==> config.mk <==
export PLATFORM = sky130hd
export DESIGN_NAME = mc_control
export DESIGN_NICKNAME = d
export VERILOG_FILES = /design/src/rtl/mc_control.sv
export SDC_FILE = /design/constraint.sdc
export NUM_CORES = 1
export LEC_CHECK = 0
export BUFFER_PORTS_ARGS = -buffer_cell sky130_fd_sc_hd__buf_2
export CAP_MARGIN = 10
export CORE_ASPECT_RATIO = 0.5
export CORE_MARGIN = 4
export CORE_UTILIZATION = 40
export DETAILED_ROUTE_END_ITERATION = 8
export SLEW_MARGIN = 10
export SYNTH_ARGS = -nofsm -noshare
export SYNTH_HDL_FRONTEND = slang
export SYNTH_SLANG_ARGS = --single-unit
==> constraint.sdc <==
create_clock -name clk -period 2.7 [get_ports clk]
set_input_delay 0 -clock clk [delete_from_list [all_inputs] [get_ports clk]]
set_output_delay 0 -clock clk [all_outputs]
set_load 0.02 [all_outputs]
==> src/rtl/mc_control.sv <==
// Multi-cycle MIPS-style control FSM with memory wait timeout and retired-instruction counter.
// Latency: outputs are a function of the current state (plus mem_ready/Zero gating of PCWrite/IRWrite).
// Backpressure: FETCH/MEMRD/MEMWR hold until mem_ready; WAIT_LIMIT consecutive stalls force HALT.
module mc_control #(
    parameter int WAIT_LIMIT = 15,
    parameter int CNT_W      = 32
) (
    input  logic             clk,
    input  logic             reset,
    input  logic [5:0]       OpCode,
    input  logic             Zero,
    input  logic             mem_ready,
    output logic             PCWrite,
    output logic             IorD,
    output logic             MemRead,
    output logic             MemWrite,
    output logic             IRWrite,
    output logic             MemtoReg,
    output logic             RegDst,
    output logic             RegWrite,
    output logic             ALUSrcA,
    output logic             halted,
    output logic [1:0]       ALUSrcB,
    output logic [1:0]       ALUOp,
    output logic [1:0]       PCSource,
    output logic [3:0]       state,
    output logic [1:0]       err_code,
    output logic [CNT_W-1:0] retired
);

    typedef enum logic [3:0] {
        S_FETCH  = 4'd0,
        S_DECODE = 4'd1,
        S_MEMADR = 4'd2,
        S_MEMRD  = 4'd3,
        S_MEMWB  = 4'd4,
        S_MEMWR  = 4'd5,
        S_EXEC   = 4'd6,
        S_RWB    = 4'd7,
        S_BRANCH = 4'd8,
        S_JUMP   = 4'd9,
        S_ADDIEX = 4'd10,
        S_ADDIWB = 4'd11,
        S_HALT   = 4'd12
    } state_e;

    localparam logic [5:0] OP_RTYPE = 6'b000000;
    localparam logic [5:0] OP_LW    = 6'b100011;
    localparam logic [5:0] OP_SW    = 6'b101011;
    localparam logic [5:0] OP_BEQ   = 6'b000100;
    localparam logic [5:0] OP_BNE   = 6'b000101;
    localparam logic [5:0] OP_J     = 6'b000010;
    localparam logic [5:0] OP_ADDI  = 6'b001000;

    localparam logic [1:0] ERR_NONE    = 2'b00;
    localparam logic [1:0] ERR_ILLEGAL = 2'b01;
    localparam logic [1:0] ERR_TIMEOUT = 2'b10;

    // Wide enough to hold WAIT_LIMIT itself so the compare below never truncates.
    localparam int WAIT_W = (WAIT_LIMIT < 1) ? 1 : $clog2(WAIT_LIMIT + 1);

    state_e              state_q, state_d;
    logic [WAIT_W-1:0]   wait_q, wait_d, wait_inc;
    logic [5:0]          op_q, op_d;
    logic [1:0]          err_q, err_d;
    logic [CNT_W-1:0]    retired_q, retired_d;
    logic                retire;
    logic                timeout;
    logic                in_wait_state;

    // Timeout fires on the stall cycle whose increment would bring the counter to
    // WAIT_LIMIT, so a state sees exactly WAIT_LIMIT not-ready cycles before HALT.
    // A mem_ready in that same cycle takes priority in the next-state logic.
    always_comb begin
        wait_inc      = wait_q + WAIT_W'(1);
        timeout       = (wait_inc == WAIT_W'(WAIT_LIMIT)) && !mem_ready;
        in_wait_state = (state_q == S_FETCH) || (state_q == S_MEMRD) || (state_q == S_MEMWR);
    end

    // Next-state, opcode latch, error code and retire strobe.
    always_comb begin
        state_d = state_q;
        op_d    = op_q;
        err_d   = err_q;
        retire  = 1'b0;
        unique case (state_q)
            S_FETCH: begin
                if (mem_ready) begin
                    state_d = S_DECODE;
                end else if (timeout) begin
                    state_d = S_HALT;
                    err_d   = ERR_TIMEOUT;
                end
            end
            S_DECODE: begin
                op_d = OpCode;
                case (OpCode)
                    OP_RTYPE:       state_d = S_EXEC;
                    OP_LW, OP_SW:   state_d = S_MEMADR;
                    OP_BEQ, OP_BNE: state_d = S_BRANCH;
                    OP_J:           state_d = S_JUMP;
                    OP_ADDI:        state_d = S_ADDIEX;
                    default: begin
                        state_d = S_HALT;
                        err_d   = ERR_ILLEGAL;
                    end
                endcase
            end
            // Load/store choice comes from the opcode captured in DECODE, not the live bus.
            S_MEMADR: state_d = (op_q == OP_LW) ? S_MEMRD : S_MEMWR;
            S_MEMRD: begin
                if (mem_ready) begin
                    state_d = S_MEMWB;
                end else if (timeout) begin
                    state_d = S_HALT;
                    err_d   = ERR_TIMEOUT;
                end
            end
            S_MEMWR: begin
                if (mem_ready) begin
                    state_d = S_FETCH;
                    retire  = 1'b1;
                end else if (timeout) begin
                    state_d = S_HALT;
                    err_d   = ERR_TIMEOUT;
                end
            end
            S_MEMWB: begin
                state_d = S_FETCH;
                retire  = 1'b1;
            end
            S_EXEC:   state_d = S_RWB;
            S_RWB: begin
                state_d = S_FETCH;
                retire  = 1'b1;
            end
            S_BRANCH: begin
                state_d = S_FETCH;
                retire  = 1'b1;
            end
            S_JUMP: begin
                state_d = S_FETCH;
                retire  = 1'b1;
            end
            S_ADDIEX: state_d = S_ADDIWB;
            S_ADDIWB: begin
                state_d = S_FETCH;
                retire  = 1'b1;
            end
            S_HALT:   state_d = S_HALT;
            default:  state_d = S_FETCH;
        endcase
    end

    // Wait counter: zero whenever the state changes, counts stall cycles while waiting.
    always_comb begin
        wait_d = wait_q;
        if (state_d != state_q) begin
            wait_d = '0;
        end else if (in_wait_state && !mem_ready) begin
            wait_d = wait_inc;
        end
    end

    // Retired counter wraps naturally at 2^CNT_W.
    always_comb begin
        retired_d = retired_q;
        if (retire) begin
            retired_d = retired_q + CNT_W'(1);
        end
    end

    // State, counters and latched opcode; reset aborts any in-flight instruction.
    always_ff @(posedge clk or negedge reset) begin
        if (!reset) begin
            state_q   <= S_FETCH;
            wait_q    <= '0;
            op_q      <= '0;
            err_q     <= ERR_NONE;
            retired_q <= '0;
        end else begin
            state_q   <= state_d;
            wait_q    <= wait_d;
            op_q      <= op_d;
            err_q     <= err_d;
            retired_q <= retired_d;
        end
    end

    // Moore control decode; only PCWrite/IRWrite look at live inputs.
    always_comb begin
        PCWrite  = 1'b0;
        IorD     = 1'b0;
        MemRead  = 1'b0;
        MemWrite = 1'b0;
        IRWrite  = 1'b0;
        MemtoReg = 1'b0;
        RegDst   = 1'b0;
        RegWrite = 1'b0;
        ALUSrcA  = 1'b0;
        halted   = 1'b0;
        ALUSrcB  = 2'b00;
        ALUOp    = 2'b00;
        PCSource = 2'b00;
        unique case (state_q)
            S_FETCH: begin
                MemRead = 1'b1;
                ALUSrcB = 2'b01;
                IRWrite = mem_ready;
                PCWrite = mem_ready;
            end
            S_DECODE: ALUSrcB = 2'b11;
            S_MEMADR, S_ADDIEX: begin
                ALUSrcA = 1'b1;
                ALUSrcB = 2'b10;
            end
            S_MEMRD: begin
                MemRead = 1'b1;
                IorD    = 1'b1;
            end
            S_MEMWR: begin
                MemWrite = 1'b1;
                IorD     = 1'b1;
            end
            S_MEMWB: begin
                MemtoReg = 1'b1;
                RegWrite = 1'b1;
            end
            S_EXEC: begin
                ALUSrcA = 1'b1;
                ALUOp   = 2'b10;
            end
            S_RWB: begin
                RegDst   = 1'b1;
                RegWrite = 1'b1;
            end
            S_ADDIWB: RegWrite = 1'b1;
            S_BRANCH: begin
                ALUSrcA  = 1'b1;
                ALUOp    = 2'b01;
                PCSource = 2'b01;
                PCWrite  = (op_q == OP_BNE) ? ~Zero : Zero;
            end
            S_JUMP: begin
                PCSource = 2'b10;
                PCWrite  = 1'b1;
            end
            S_HALT:  halted = 1'b1;
            default: halted = 1'b0;
        endcase
    end

    assign state    = state_q;
    assign err_code = err_q;
    assign retired  = retired_q;

endmodule
==> qor.csv <==
stage;metric;value;unit
placed_design;dp.cells;414;
synth;yosys_warnings;0;
power;switchingPower;1060;uW
cts;cts_buffers;5;
final_layout;layout_commonest_cell;buf_2;
cts;cts-htree-levels;2;
detailed_routing;avgRoutedWirePerCell;14.4;um
cts;clk_path_buf_depth;2;
global_route;grt_pass1_vias;2096;
floorplan;die_height;65.3;um
detailed_routing;drtIter0Drc;248;
final_layout;nets;349;
final_layout;stdcell_count;425;
final_layout;antenna_cells;0;
global_route;grt_pass1_wl;10200;um
synth;netlist_instances;275;
floorplan;die_area;0.00800;mm2
outcome;status;finished clean;
cts;path_clk_slew;70;ps
setup_path;worst_r2r_path_depth;6;
timing;rsz0062_at_grt;no;
cts;cts_tree;done;
timing;tns;0;ps
synth;syn_area;0.00263;mm2
synth;synthFlopType;dfrtp_1;
power;irDropWorstVdd;0.354;mV
setup_path;critPathArrivalTime;2410;ps
final_layout;layout_common_cells;buf_2, dfrtp_1, xnor2_1;
floorplan;pin_count;64;
placed_design;hpwl;4540;um
setup_path;endpoint_kind;flop;
floorplan;fp.coreArea;0.00621;mm2
setup_path;crit_type;flop to flop;
power;seqPwrFrac;36.4;%
timing;slew_headroom;63.3;%
power;powerDensity;856;mW/mm2
setup_path;critPathMaxFanout;18;
hold_path;holdCritPathClass;input port to flop;
timing;setup_violations;0;
cts;cts_root_buf;clkbuf_16;
final_layout;drive_above_1_share;26.1;%
power;clkPwrFrac;26.7;%
power;intPower;1700;uW
final_layout;syn2layout_area_growth;22.6;%
placed_design;io_buffers;63;
detailed_routing;routed_via_density;5.20;
floorplan;std_cell_rows;20;
power;switching_share;38.5;%
synth;post_synth.cell_area_avg;9.55;um2
setup_path;start_kind;flop;
synth;ys_seq_area_share;45.7;%
timing;fmax;448;MHz
cts;clock_latency;290;ps
setup_path;critPathRequiredTime;2880;ps
timing;slew_violations;0;
synth;async_reset_ff_share;100;%
placed_design;gp_congestion;0.829;
detailed_routing;first_pass_iters;5;
floorplan;initial_core_util;42.3;%
global_route;grt_max_degree;49;
global_route;grtUsageTotal;15.9;%
power;combPwrFrac;36.9;%
cts;clock-sinks;48;
timing;final.min_clock_period;2230;ps
timing;worstMarginPinSlew;547;ps
floorplan;fp.dieW;123;um
detailed_routing;wl;6120;um
global_route;antenna_found_initial;0;
timing;finalHoldViolations;0;
detailed_routing;num_vias;2209;
detailed_routing;postRouteAntennaNets;0;
global_route;overflow;0;
job;timing.max_cap.violations;0;
synth;ys_types;46;
timing;finalClockSkew;5.39;ps
detailed_routing;drc;0;
synth;synth-seq-cells;48;
synth;synth_edf_count;0;
power;p_leak;0.00153;uW
timing;fin_crit_sh;82.6;%
hold_path;hold_path_depth;2;
synth;synth_fp_nets;288;
-- cells in the mapped netlist, types with 2 or more instances --
master	instances	share of area, %
xor2_1	3	1.0
nor2_1	24	3.4
nand2b_1	3	0.71
nor4_1	2	0.48
and3_1	8	1.9
dfrtp_1	48	46
xnor2_1	33	11
nand4_1	10	2.4
nor2b_1	3	0.71
nand3_1	14	2.7
a31oi_1	2	0.48
nand4b_1	2	0.67
inv_1	6	0.86
a21o_1	2	0.57
and2_1	2	0.48
nor3_1	6	1.1
o211ai_1	2	0.57
nand2_1	29	4.1
o21ai_1	2	0.38
nor3b_1	3	0.86
a21oi_1	9	1.7
and4_1	7	2.3
o21a_1	3	0.86
clkbuf_1	9	1.3
ha_1	3	1.4
mux2_2	8	3.4
buf_2	3	0.57
or2_2	2	0.48
o21ai_0	10	1.9
-- through the flow --
step	utilization, %	setup slack [ps]	hold WS (ps)	cell area (um2)	total power [uW]
3_5_place_dp	48.4	540	253	3000	2030
6_report	51.9	470	10.2	3220	2760
4_1_cts	51.6	506	10.2	3200	2770
3_3_place_gp	48.4	598	251	3000	2000
2_1_floorplan	-	636	-296	2630	1720
5_1_grt	51.9	290	16.7	3220	2940
-- final timing paths --
check / startpoint / endpoint / slack, ps
worst max-delay path: state[0]$_DFF_PN0_ / retired[31]$_DFFE_PN0P_ / 470
worst min-delay path: OpCode[2] / op_q[2]$_DFFE_PN0P_ / 10
worst max register to register: state[0]$_DFF_PN0_ / retired[31]$_DFFE_PN0P_ / 470
worst min register to register: retired[31]$_DFFE_PN0P_ / retired[31]$_DFFE_PN0P_ / 460
max in group asynchronous: reset / state[2]$_DFF_PN0_ / 2020
min in group asynchronous: reset / retired[12]$_DFFE_PN0P_ / 170
-- power groups by stage --
stage	sequential [uW]	combinational (uW)	clock, uW
2_1_floorplan	1030	696	0
4_1_cts	1000	1020	745
5_1_grt	1030	1130	779
3_3_place_gp	1010	996	0
6_report	1000	1020	736
3_5_place_dp	1010	1010	0
-- what timing repair did --
| item | CTS | global route |
|---|---|---|
| hold buffers | 2 | 0 |
| gates resized for setup | 0 | 0 |
| endpoints found under the hold margin | 49 | 0 |
| buffers inserted | 0 | 0 |
-- logic make-up (layout without fill, tap and decap cells) --
family                   Yosys count  in the layout  share of synthesized area (%)
AND/OR/NAND/NOR                  122            122                           24.6
multiplexers                       8              8                           3.43
flip-flops                        48             48                           45.7
adder cells (fa/ha/maj)            3              3                           1.43
XOR/XNOR                          36             36                           12.0
buffers and inverters             19             81                           3.00
AO/OA/AOI/OAI                     39             39                           9.81
-- cell type report --
| cell class | count | area, um2 |
|---|---|---|
| inverters | 6 | 22.5 |
| well taps | 88 | 110 |
| clock buffers | 6 | 139 |
| repair buffers | 67 | 363 |
| multi-input cells | 208 | 1350 |
| clock inverters | 2 | 38.8 |
| flip-flops and latches | 48 | 1200 |
| fillers | 592 | 2990 |
-- metal layers --
metal | track usage [%] | share of wire [%]
met5 | 0 | 0
met3 | 3.61 | 6.0
met1 | 22.6 | 49
met2 | 24.5 | 44
met4 | 3.91 | 1.2
-- state kept, by name, indices dropped and copies added (netlist names) --
name / count
state: 4
err_code: 2
wait_q: 4
retired: 32
op_q: 6
-- worst max-delay path, stage by stage (launching register included) --
cell and delay, ps:
dfrtp_1 680, inv_1 140, nand2_1 210, nand4_1 180, and2b_1 390, or3b_1 390, xnor2_1 130
(Power assumes the default switching activity.)
